<file path="config.mk">
export PLATFORM = sky130hd
export DESIGN_NAME = gpu_fb_sink
export DESIGN_NICKNAME = d
export VERILOG_FILES = /design/src/rtl/gpu_fb_pkg.sv /design/src/rtl/gpu_fb_fifo.sv /design/src/rtl/gpu_fb_sink.sv
export SDC_FILE = /design/constraint.sdc
export NUM_CORES = 1
export LEC_CHECK = 0
export ABC_AREA = 1
export CAP_MARGIN = 20
export CORE_ASPECT_RATIO = 0.75
export CORE_MARGIN = 2
export CORE_UTILIZATION = 53
export CTS_CLUSTER_SIZE = 16
export DETAILED_ROUTE_END_ITERATION = 8
export GPL_ROUTABILITY_DRIVEN = 0
export PLACE_DENSITY = 0.74
export SYNTH_ARGS = -nofsm -noshare
export SYNTH_HDL_FRONTEND = slang
export SYNTH_HIERARCHICAL = 1
export SYNTH_SLANG_ARGS = --single-unit
</file>
<file path="constraint.sdc">
create_clock -name clk -period 3.5 [get_ports clk]
set_input_delay 0.7 -clock clk [delete_from_list [all_inputs] [get_ports clk]]
set_output_delay 0.7 -clock clk [all_outputs]
set_load 0.05 [all_outputs]
</file>
<file path="src/rtl/gpu_fb_pkg.sv">
// +--------------------------------------------------------------------+
// | gpu_fb_pkg : shared types and address helper for the fb sink       |
// | Revision   : 1.0                                                    |
// +--------------------------------------------------------------------+
`default_nettype none

package gpu_fb_pkg;

  localparam int unsigned FB_WIDTH_DEFAULT  = 256;
  localparam int unsigned FB_HEIGHT_DEFAULT = 256;

  typedef struct packed {
    logic [15:0] addr;
    logic [15:0] color;
  } pix_entry_t;

  typedef enum logic [1:0] {
    IDLE       = 2'd0,
    CLEAR_WAIT = 2'd1,
    CLEAR      = 2'd2
  } fb_state_t;

  // Linear word address of a pixel; overflow past 16 bits wraps silently.
  function automatic logic [15:0] pix_addr(input logic [15:0] base,
                                           input int unsigned width,
                                           input logic [7:0]  x,
                                           input logic [7:0]  y);
    logic [31:0] sum;
    sum = 32'(base) + 32'(y) * width + 32'(x);
    return sum[15:0];
  endfunction

endpackage

`default_nettype wire

</file>
<file path="src/rtl/gpu_fb_fifo.sv">
// +--------------------------------------------------------------------+
// | gpu_fb_fifo : synchronous FIFO, combinational head, push+pop ok    |
// | Revision    : 1.0                                                   |
// +--------------------------------------------------------------------+
`default_nettype none

module gpu_fb_fifo #(
  parameter int WIDTH = 32,
  parameter int DEPTH = 8
) (
  input  logic                     clk,
  input  logic                     rst,
  input  logic                     push,
  input  logic                     pop,
  input  logic [WIDTH-1:0]         din,
  output logic [WIDTH-1:0]         head,
  output logic [$clog2(DEPTH):0]   count,
  output logic                     full,
  output logic                     empty
);

  localparam int AW = $clog2(DEPTH);

  logic [WIDTH-1:0] mem [DEPTH];
  logic [AW-1:0]    wr_ptr;
  logic [AW-1:0]    rd_ptr;
  logic             do_push;
  logic             do_pop;

  assign empty   = (count == '0);
  assign full    = (count == (AW+1)'(DEPTH));
  assign do_pop  = pop && !empty;
  assign do_push = push && (!full || do_pop);
  assign head    = mem[rd_ptr];

  // Pointers wrap naturally because DEPTH is a power of two.
  always_ff @(posedge clk) begin
    if (rst) begin
      wr_ptr <= '0;
      rd_ptr <= '0;
      count  <= '0;
    end else begin
      if (do_push) wr_ptr <= wr_ptr + AW'(1);
      if (do_pop)  rd_ptr <= rd_ptr + AW'(1);
      case ({do_push, do_pop})
        2'b10:   count <= count + (AW+1)'(1);
        2'b01:   count <= count - (AW+1)'(1);
        default: count <= count;
      endcase
    end
  end

  always_ff @(posedge clk) begin
    if (do_push) mem[wr_ptr] <= din;
  end

endmodule

`default_nettype wire

</file>
<file path="src/rtl/gpu_fb_sink.sv">
// +--------------------------------------------------------------------+
// | gpu_fb_sink : GPU pixel port -> buffered, granted 16-bit mem writes |
// | Revision    : 1.0                                                   |
// +--------------------------------------------------------------------+
`default_nettype none

module gpu_fb_sink
  import gpu_fb_pkg::*;
#(
  parameter int unsigned FB_WIDTH   = FB_WIDTH_DEFAULT,
  parameter int unsigned FB_HEIGHT  = FB_HEIGHT_DEFAULT,
  parameter int unsigned BASE_ADDR  = 0,
  parameter int unsigned FIFO_DEPTH = 8
) (
  input  logic        clk,
  input  logic        rst,
  input  logic [7:0]  fb_x,
  input  logic [7:0]  fb_y,
  input  logic [15:0] fb_color,
  input  logic        fb_write,
  output logic        fb_full,
  input  logic        clear_start,
  input  logic [15:0] clear_color,
  output logic        clear_busy,
  output logic [15:0] mem_addr,
  output logic [15:0] mem_wdata,
  output logic        mem_write,
  input  logic        mem_grant,
  output logic [15:0] dropped_count
);

  localparam int unsigned NPIX  = FB_WIDTH * FB_HEIGHT;
  localparam int          IDX_W = (NPIX > 1) ? $clog2(NPIX) : 1;
  localparam int          CW    = $clog2(FIFO_DEPTH) + 1;
  localparam logic [IDX_W-1:0] LAST_IDX = IDX_W'(NPIX - 1);

  fb_state_t        state;
  fb_state_t        state_next;
  logic [IDX_W-1:0] idx;
  logic [15:0]      clr_color;
  logic [15:0]      fill_addr;

  logic             in_range;
  logic             accept;
  logic             reject;
  logic             pop;
  pix_entry_t       push_entry;
  pix_entry_t       head_entry;
  logic [CW-1:0]    fifo_count;
  logic [CW-1:0]    count_next;
  logic             fifo_full;
  logic             fifo_empty;

  assign in_range   = (32'(fb_x) < FB_WIDTH) && (32'(fb_y) < FB_HEIGHT);
  assign accept     = fb_write && !fb_full && !fifo_full && in_range;
  assign reject     = fb_write && !accept;
  assign push_entry = '{addr:  pix_addr(16'(BASE_ADDR), FB_WIDTH, fb_x, fb_y),
                        color: fb_color};
  assign pop        = mem_write && mem_grant && (state != CLEAR);
  assign fill_addr  = 16'(32'(BASE_ADDR) + 32'(idx));
  assign clear_busy = (state != IDLE);

  gpu_fb_fifo #(
    .WIDTH (32),
    .DEPTH (FIFO_DEPTH)
  ) u_fifo (
    .clk   (clk),
    .rst   (rst),
    .push  (accept),
    .pop   (pop),
    .din   (push_entry),
    .head  (head_entry),
    .count (fifo_count),
    .full  (fifo_full),
    .empty (fifo_empty)
  );

  always_comb begin
    count_next = fifo_count;
    if (accept && !pop)      count_next = fifo_count + CW'(1);
    else if (!accept && pop) count_next = fifo_count - CW'(1);
  end

  always_comb begin
    state_next = state;
    mem_write  = 1'b0;
    mem_addr   = '0;
    mem_wdata  = '0;
    case (state)
      IDLE: begin
        if (!fifo_empty) begin
          mem_write = 1'b1;
          mem_addr  = head_entry.addr;
          mem_wdata = head_entry.color;
        end
        if (clear_start) state_next = CLEAR_WAIT;
      end
      CLEAR_WAIT: begin
        if (!fifo_empty) begin
          mem_write = 1'b1;
          mem_addr  = head_entry.addr;
          mem_wdata = head_entry.color;
        end else begin
          state_next = CLEAR;
        end
      end
      CLEAR: begin
        mem_write = 1'b1;
        mem_addr  = fill_addr;
        mem_wdata = clr_color;
        if (mem_grant && (idx == LAST_IDX)) state_next = IDLE;
      end
      default: state_next = IDLE;
    endcase
  end

  always_ff @(posedge clk) begin
    if (rst) begin
      state         <= IDLE;
      idx           <= '0;
      clr_color     <= '0;
      fb_full       <= 1'b0;
      dropped_count <= '0;
    end else begin
      state   <= state_next;
      fb_full <= (count_next == CW'(FIFO_DEPTH)) || (state_next != IDLE);
      if (state == IDLE && clear_start) clr_color <= clear_color;
      if (state != CLEAR)  idx <= '0;
      else if (mem_grant)  idx <= idx + IDX_W'(1);
      if (reject && dropped_count != 16'hFFFF) dropped_count <= dropped_count + 16'd1;
    end
  end

endmodule

`default_nettype wire

</file>
## After elaboration in Yosys (flattened, before gate mapping)

Memories as Yosys holds them, arrays and structs flattened. A register that Yosys moved wholly into a read port is not among the register bits.
Cells that the tools add are included.

- Eq/ne operators: 9
- Add/subtract/negate cells: 7
- Mux-type cells: 17
- Reduce and logical (&&, ||, !) cells: 26

Operators by type and width:

| cell | count |
|---|---|
| $pmux W16 S2 | 2 |
| $add A16 B1 Y16 const B | 2 |
| $mux W16 | 2 |
| $add A16 B8 Y16 | 1 |
| $eq A16 B16 Y1 const B | 1 |
| $ne A16 B16 Y1 const B | 1 |
| $logic_and A1 B1 Y1 | 12 |
| $eq A4 B4 Y1 const B | 2 |
| $mux W4 | 2 |
| $pmux W4 S2 | 1 |
| $add A3 B1 Y3 const B | 2 |
| $mux W2 | 3 |
| $mux W3 | 2 |
| $pmux W2 S3 | 1 |
| $reduce_bool A2 Y1 | 3 |
| $logic_not A1 Y1 | 5 |
| $add A4 B1 Y4 const B | 1 |
| $eq A2 B1 Y1 const B | 2 |
| $eq A2 B2 Y1 const B | 2 |
| $logic_not A4 Y1 | 1 |
| $reduce_or A2 Y1 | 2 |
| $sub A4 B1 Y4 const B | 1 |
| $mux W1 | 3 |
| $logic_not A2 Y1 | 1 |
| other kinds (3) | 4 |

- Memories: 1
- Bits in writable memories: 256
- Logic and storage cells: 68
- Output and inout bits: 51
- Input bits: 53
- Flip-flop bits (word level): 61

Memory list:

| memory | depth | bits a word | rd ports | clocked after memory_dff | wr ports | RTL line | RTL |
|---|---|---|---|---|---|---|---|
| u_fifo.mem | 8 | 32 | 1 | 1 | 1 | gpu_fb_fifo.sv:24 | `logic [WIDTH-1:0] mem [DEPTH];` |

## Depth between registers and ports, before layout

Gate-level depths: netlist of run 1.

- Depth after elaboration: 10
- Depth in mapped cells: 15
- Gate-level depth less buffers: 15

## Hierarchy

The synthesis of run 1 kept the hierarchy.

By module, submodules not included:

| module | area an instance (um^2) | cells each | seq. area each (um^2) | times used |
|---|---|---|---|---|
| gpu_fb_fifo | 10547.6 | 747 | 7947.6 | 1 |
| gpu_fb_sink | 2896.5 | 429 | 1021.0 | 1 |

## Least setup slack after synthesis of run 1

OpenSTA, ideal clock, no wires.

- Path kind: input to register
- Start: in mem_grant
- End: mem u_fifo.mem[0][0], enable pin
- Stages on the path: 9
- Setup time: 0.421 ns
- Slack: 0.195 ns
- Buffers on the path: 1
- Required time: 3.079 ns
- Arrival time: 2.884 ns
- Cells stage by stage: buf_4 > inv_1 > nor2_2 > inv_1 > nand4_1 > nand2_1 > inv_1 > nand2_1 > nor2_1

- Word-level cells in the longest chain between the ends: 7

Ends and longest elaborated chain:

| what | RTL line | RTL |
|---|---|---|
| from (decl) | gpu_fb_sink.sv:28 | `input logic mem_grant,` |
| $logic_and A1 B1 Y1 (2 in a row) | gpu_fb_sink.sv:59 | `assign pop = mem_write && mem_grant && (state != CLEAR);` |
| named net pop | gpu_fb_sink.sv:46 | `logic pop;` |
| $logic_and A1 B1 Y1 | gpu_fb_fifo.sv:32 | `assign do_pop = pop && !empty;` |
| $logic_or A1 B1 Y1 | gpu_fb_fifo.sv:33 | `assign do_push = push && (!full \|\| do_pop);` |
| $logic_and A1 B1 Y1 | gpu_fb_fifo.sv:33 |  |
| $mux W1 | gpu_fb_fifo.sv:54 | `if (do_push) mem[wr_ptr] <= din;` |
| $mux W1 (implied by the code) | gpu_fb_fifo.sv:54 |  |
| to (decl) | gpu_fb_fifo.sv:24 |  |

The timed path passes the listed nets, and every way through them passes these cells.

==> run summary, run 1 <==
Mapped Cells -> 1176
FF+latch count, synth -> 320
Routed vias/inst -> 5.46
Seq/Total Area, Yosys -> 0.667
Tightest Pin Transition -> 847 ps
P per Cell Area -> 812 nW/um^2
Worst R2R Start -> u_fifo/count[1]
CTS H-tree depth -> 1
Largest net degree at the start of global routing -> 52
Endpoints failing hold -> 0
Maximum vdd drop -> 0.860 mV
Fraction of layout cells with a size suffix above 1 -> 0.115
Post-CTS Resized -> 0
Worst path slowest cell -> dfxtp_4
Diode count -> 0
Outcome -> complete, no violations
Core ar. -> 25000 sq um
Critical path type -> reg -> out
Placed Cells incl. Taps -> 1589
Leading cell types in the layout, fill and taps excluded -> 256 x edfxtp_1, 201 x nand2_1, 136 x nor2_1, 104 x o21ai_0, 71 x clkdlybuf4s50_1
DPL Wire Length -> 17900 microns
Avg WL per Cell -> 17.4 microns
Fin area -> 15900 sq um
Starting Density -> 0.539
Cell variety after synth -> 39
Mux contribution to synthesized area -> 0.0477
Fin nets -> 1346
Layout Cells excl Fill -> 1644
Clk root buf -> clkbuf_16
Commonest non-fill, non-tap cell in the layout -> edfxtp_1
CTS sink cnt -> 320
WP data required -> 2800 ps
Area delta synth->final -> 18.0%
Max Freq -> 0.298 GHz
Synth Cell Area -> 13400 sq um
Initial antenna violation count -> 0
CTS tree -> done
Adder-cell share of the synthesized area -> 0.00893
Layout Utilization -> 0.635
Skew-Pair Late Insertion Delay -> 550 ps
Initial DRC Count -> 714
Startpoint class of the critical path -> flip-flop
Dpl cell area -> 14900 sq um
1st-pass router iterations -> 7
Crit path max-delay family -> flip-flops
Crit end category -> primary output
Largest family of logic cells by synthesized area -> simple AND/OR/NAND/NOR gates
Crit path depth -> 8
Post-synthesis compound-gate area fraction -> 0.0986
RSZ-0062 raised after global routing -> no
IO Port Bufs -> 103
Final Cycle Share -> 0.959
Simple-gate share of the synthesized area -> 0.134
Clock slew at reported path FFs -> 60 ps
Async S/R FF share, synth -> 0
Clock Path Buffers -> 3
Synth Area per Inst -> 11.4 sq um
I/O pins -> 104
# Max-Cap Violations -> 0
Worst r2r path cells -> 13
Grt ovf -> 0
Critical Path Fanout Max -> 51
Max Slew Vio Count -> 0
Min Hold Slack -> 473 ps
CTS Buf Count -> 31
WP buf/inv -> 2
Gr usage total -> 0.215
Syn Nets -> 1238
Setup Skew -> 12.2 ps
Hold buffer count at CTS -> 0
Setup violators final -> 0
Fill cell count -> 1856
# DRC -> 0
Register area -> 8980 sq um
Die ar. -> 26700 sq um
Critical Path, Cell by Cell -> buf_12 > o21ai_0 > o22ai_1 > nand2_1 > nand2_1 > nand2_1 > o21ai_0 > buf_4
Critical Path Sink -> mem_addr[6]
Die height -> 142 microns
Post-synthesis xor/xnor area fraction -> 0.00391
Postcts setup bufs -> 0
R2r setup slk -> 750 ps
Final ANT Viol Nets -> 0
Rows -> 50
Via count -> 8973
Fin Setup TNS -> 0 ps
Hold Path Class -> reg -> reg
WL final -> 28700 microns
Reg2reg end -> u_fifo/mem[6][15]
Most common cell on crit path -> nand2_1
First-pass GRT wire length -> 45300 microns
Vias in the first global route -> 8565
CP peak stage delay -> 640 ps
Multi-input logic area -> 4000 sq um
Slew headroom -> 0.435
Crit path DAT -> 2660 ps
Synthesis warning total -> 6
Top_reg_cell synth -> edfxtp_1
Crit path time final -> 3360 ps
Post-synth EDFFs -> 256
Die Wd -> 188 microns
Static Leak -> 5.45 nW
==> metrics by stage <==
stage / worst slack, ps / total power [mW]
after floorplan: 195 / 8.30
after global placement: 545 / 9.75
after detailed placement: 495 / 9.85
after CTS: 136 / 12.9
after global routing: 1.96 / 13.5
final: 144 / 12.9
==> routing by layer <==
| layer | share of wire | track usage | vias up | wire [microns] |
|---|---|---|---|---|
| li1 | - | - | 4403 | - |
| met1 | 0.45 | 0.297 | 4269 | 12900 |
| met2 | 0.47 | 0.358 | 256 | 13400 |
| met3 | 0.060 | 0.0365 | 45 | 1720 |
| met4 | 0.023 | 0.0572 | 0 | 661 |
| met5 | 0 | 0 | - | 0 |
==> tightest hold or removal path: stages (launching register included) <==
cell,delay (ps)
dfxtp_1,310
inv_1,50
a21oi_1,70
==> synthesized netlist by cell type (all sizes together), types with 19 or more instances <==
master	instances	area, sq um
a22o	19	166
nand3	42	230
a21oi	34	189
inv	68	255
dfxtp	64	1280
clkbuf	27	106
mux2i	64	641
nand2	208	798
o21ai	108	544
buf	27	179
edfxtp	256	7690
nor2	158	633
o22ai	64	400
==> cell type report <==
| type | count | area share |
|---|---|---|
| repair buffers | 129 | 0.0802 |
| clock inverters | 20 | 0.00923 |
| clock buffers | 35 | 0.0499 |
| well taps | 338 | 0.0267 |
| inverters | 68 | 0.0161 |
| multi-input cells | 734 | 0.252 |
| flip-flops and latches | 320 | 0.566 |
==> kinds of logic (layout without fill, tap and decap cells) <==
| kind of cell | after synthesis | after routing |
|---|---|---|
| mux | 64 | 64 |
| compound gates | 228 | 228 |
| xor+xnor | 6 | 6 |
| simple gates | 427 | 427 |
| flops | 320 | 320 |
| buf+inv | 122 | 252 |
| fa+ha+maj | 9 | 9 |
==> worst min path at each step <==
| stage | startpoint | to | slack (ps) | depth (start not counted) |
|---|---|---|---|---|
| floorplan | u_fifo/rd_ptr[2] | flip-flop | 430 | 2 |
| global placement | u_fifo/rd_ptr[2] | u_fifo/rd_ptr[2] | 450 | 2 |
| detailed placement | idx[15] | idx[15] | 450 | 1 |
| CTS | idx[15] | idx[15] | 470 | 1 |
| global route | clr_color[13] | clr_color[13] | 500 | 2 |
| finish | u_fifo/rd_ptr[2] | flip-flop | 470 | 2 |
==> sequential cells by signal, summed over array words and instances (netlist names), named ones only <==
register	flops
state	2
u_fifo/wr_ptr	3
u_fifo/rd_ptr	3
clr_color	16
u_fifo/count	4
fb_full	1
u_fifo/mem	256
idx	16
dropped_count	16
==> power by group <==
group | leakage [nW] | total (mW) | internal [mW] | switching (mW)
clock | 0.449 | 3.09 | 1.75 | 1.34
combinational | 2.16 | 5.02 | 1.60 | 3.42
sequential | 2.84 | 4.76 | 4.50 | 0.260
(Power assumes the default switching activity.)
==> inputs of run 2 (changes only) <==
--- a/config.mk
+++ b/config.mk
@@ -7,12 +7,13 @@
 export LEC_CHECK = 0
 export ABC_AREA = 1
 export CAP_MARGIN = 20
-export CORE_ASPECT_RATIO = 0.75
+export CORE_ASPECT_RATIO = 0.6
 export CORE_MARGIN = 2
 export CORE_UTILIZATION = 53
 export CTS_CLUSTER_SIZE = 16
 export DETAILED_ROUTE_END_ITERATION = 8
 export GPL_ROUTABILITY_DRIVEN = 0
+export GPL_TIMING_DRIVEN = 1
 export PLACE_DENSITY = 0.74
 export SYNTH_ARGS = -nofsm -noshare
 export SYNTH_HDL_FRONTEND = slang
==> run 2 against run 1 <==
Hold slack about the same; clock-buffer cell count decreased by 1; critical path type unchanged; total power grew 0.49%; wire length rose by 5.0%; critical path depth stayed put; sequential cell count unchanged; final cell count fell by 0.85%; non-clock buffer count is 2 lower; largest cell class unchanged.
==> run summary, run 2 (synthesis gave the netlist of run 1 again) <==
CTS tree -> done
Clk root buf -> clkbuf_16
DP Worst Slack -> 564 ps
Hold Path Class -> reg -> reg
Setup violators final -> 0
GRT Max-Usage Layer -> met2
Crit path time final -> 3200 ps
Fin nets -> 1341
Starting Density -> 0.535
Outcome -> complete, no violations
Final worst setup slack -> 305 ps
Max Freq -> 0.313 GHz
Crit end category -> primary output
Clock slew at reported path FFs -> 60 ps
Placed Cells incl. Taps -> 1578
RSZ-0062 raised after global routing -> no
CTS H-tree depth -> 1
Tightest Pin Transition -> 794 ps
Layout Cells excl Fill -> 1630
Routed vias/inst -> 5.64
Hold buffer count at CTS -> 0
Grt ovf -> 0
# Max-Cap Violations -> 0
CTS Buf Count -> 28
Static Leak -> 5.44 nW
Diode count -> 0
Max Slew Vio Count -> 0
CTS sink cnt -> 320
Post-CTS Resized -> 0
Worst R2R Start -> u_fifo/count[0]
P per Cell Area -> 817 nW/um^2
# DRC -> 0
Met2 usage -> 0.360
Rows -> 45
1st-pass router iterations -> 5
Commonest non-fill, non-tap cell in the layout -> edfxtp_1
Fraction of layout cells with a size suffix above 1 -> 0.116
Clock Path Buffers -> 3
I/O pins -> 104
Fin Setup TNS -> 0 ps
Dpl cell area -> 14900 sq um
Via count -> 9194
Met3 Track Usage GR -> 0.0408
Critical Path Fanout Max -> 58
Maximum vdd drop -> 1.06 mV
Area delta synth->final -> 17.8%
IO Port Bufs -> 103
Endpoints failing hold -> 0
First-pass GRT wire length -> 47300 microns
Crit path DAT -> 2500 ps
Die Wd -> 210 microns
Critical path type -> reg -> out
Critical Path Sink -> mem_addr[8]
Slew headroom -> 0.470
Vias in the first global route -> 8759
Clock network fraction of design power -> 0.243
Reg2reg end -> u_fifo/mem[7][9]
Initial antenna violation count -> 0
Die height -> 127 microns
Final Cycle Share -> 0.913
Largest net degree at the start of global routing -> 65
GRT met1 Usage -> 0.326
Flop pwr share -> 0.365
Setup Skew -> 14.2 ps
Core ar. -> 25100 sq um
Skew-Pair Late Insertion Delay -> 560 ps
Worst r2r path cells -> 13
WP data required -> 2800 ps
Gr usage total -> 0.227
Sw Pwr -> 5.06 mW
Postcts setup bufs -> 0
Final ANT Viol Nets -> 0
Comb power frac -> 0.393
Cell Int Power -> 7.88 mW
Die ar. -> 26700 sq um
WL final -> 30100 microns
Avg WL per Cell -> 18.5 microns
Initial DRC Count -> 833
R2r setup slk -> 850 ps
Largest register FFs -> 256
Fin area -> 15800 sq um
Startpoint class of the critical path -> flip-flop
Switch share -> 0.391
Register with the most flip-flops -> u_fifo/mem
DPL Wire Length -> 19000 microns
Leading cell types in the layout, fill and taps excluded -> 256 x edfxtp_1, 201 x nand2_1, 136 x nor2_1, 104 x o21ai_0, 71 x clkdlybuf4s50_1
[run 2: changes by cell type in the layout (fill, tap and decap cells not counted), moves of 2 or more]
cell	before	now
clkinv_1	13	5
clkinv_4	0	2
clkbuf_16	31	28
clkinv_2	1	4
inv_6	2	0
bufinv_16	2	4
buf_4	48	45
clkbuf_1	4	6
[run 2: layout make-up]
class	count	area, sq um
clock buffers	34	723
clock inverters	18	208
well taps	329	412
repair buffers	127	1270
fillers	1906	9270
inverters	68	255
multi-input cells	734	4000
flip-flops and latches	320	8980
[run 2: worst min path at each step]
stage               slack, ps   endpoint        startpoint  depth (start not counted)
finish                    470    idx[15]           idx[15]                          1
global route              500    idx[15]           idx[15]                          1
CTS                       480    idx[15]           idx[15]                          1
detailed placement        460    idx[15]           idx[15]                          1
global placement          450    idx[15]           idx[15]                          1
floorplan                 430  flip-flop  u_fifo/rd_ptr[2]                          2
[run 2: layer usage]
layer,vias up,share of wire
met5,-,0
met4,0,0.025
met3,49,0.064
met2,326,0.45
met1,4421,0.46
li1,4398,-
[run 2: worst max-delay path, cell delays in order, from the launching register on]
cell     delay (ps)
dfxtp_4         570
buf_12          330
o21ai_0         160
o22ai_1         230
nand2_1          90
nand2_1         110
nand2_1          50
o21ai_0         120
buf_4           250
[run 2: per-stage QoR]
step,hold WS [ps],utilization,power [mW]
finish,473,0.631,12.9
floorplan,433,-,8.30
detailed placement,460,0.594,9.83
CTS,476,0.631,13.0
global placement,450,0.594,9.74
global route,501,0.631,13.5
[run 2: power groups by stage]
stage / registers (mW) / clock network [mW] / logic [mW]
after floorplan: 4.73 / 0 / 3.56
after global placement: 4.78 / 0 / 4.95
after detailed placement: 4.80 / 0 / 5.04
after CTS: 4.72 / 3.19 / 5.06
after global routing: 4.75 / 3.33 / 5.43
final: 4.72 / 3.14 / 5.08
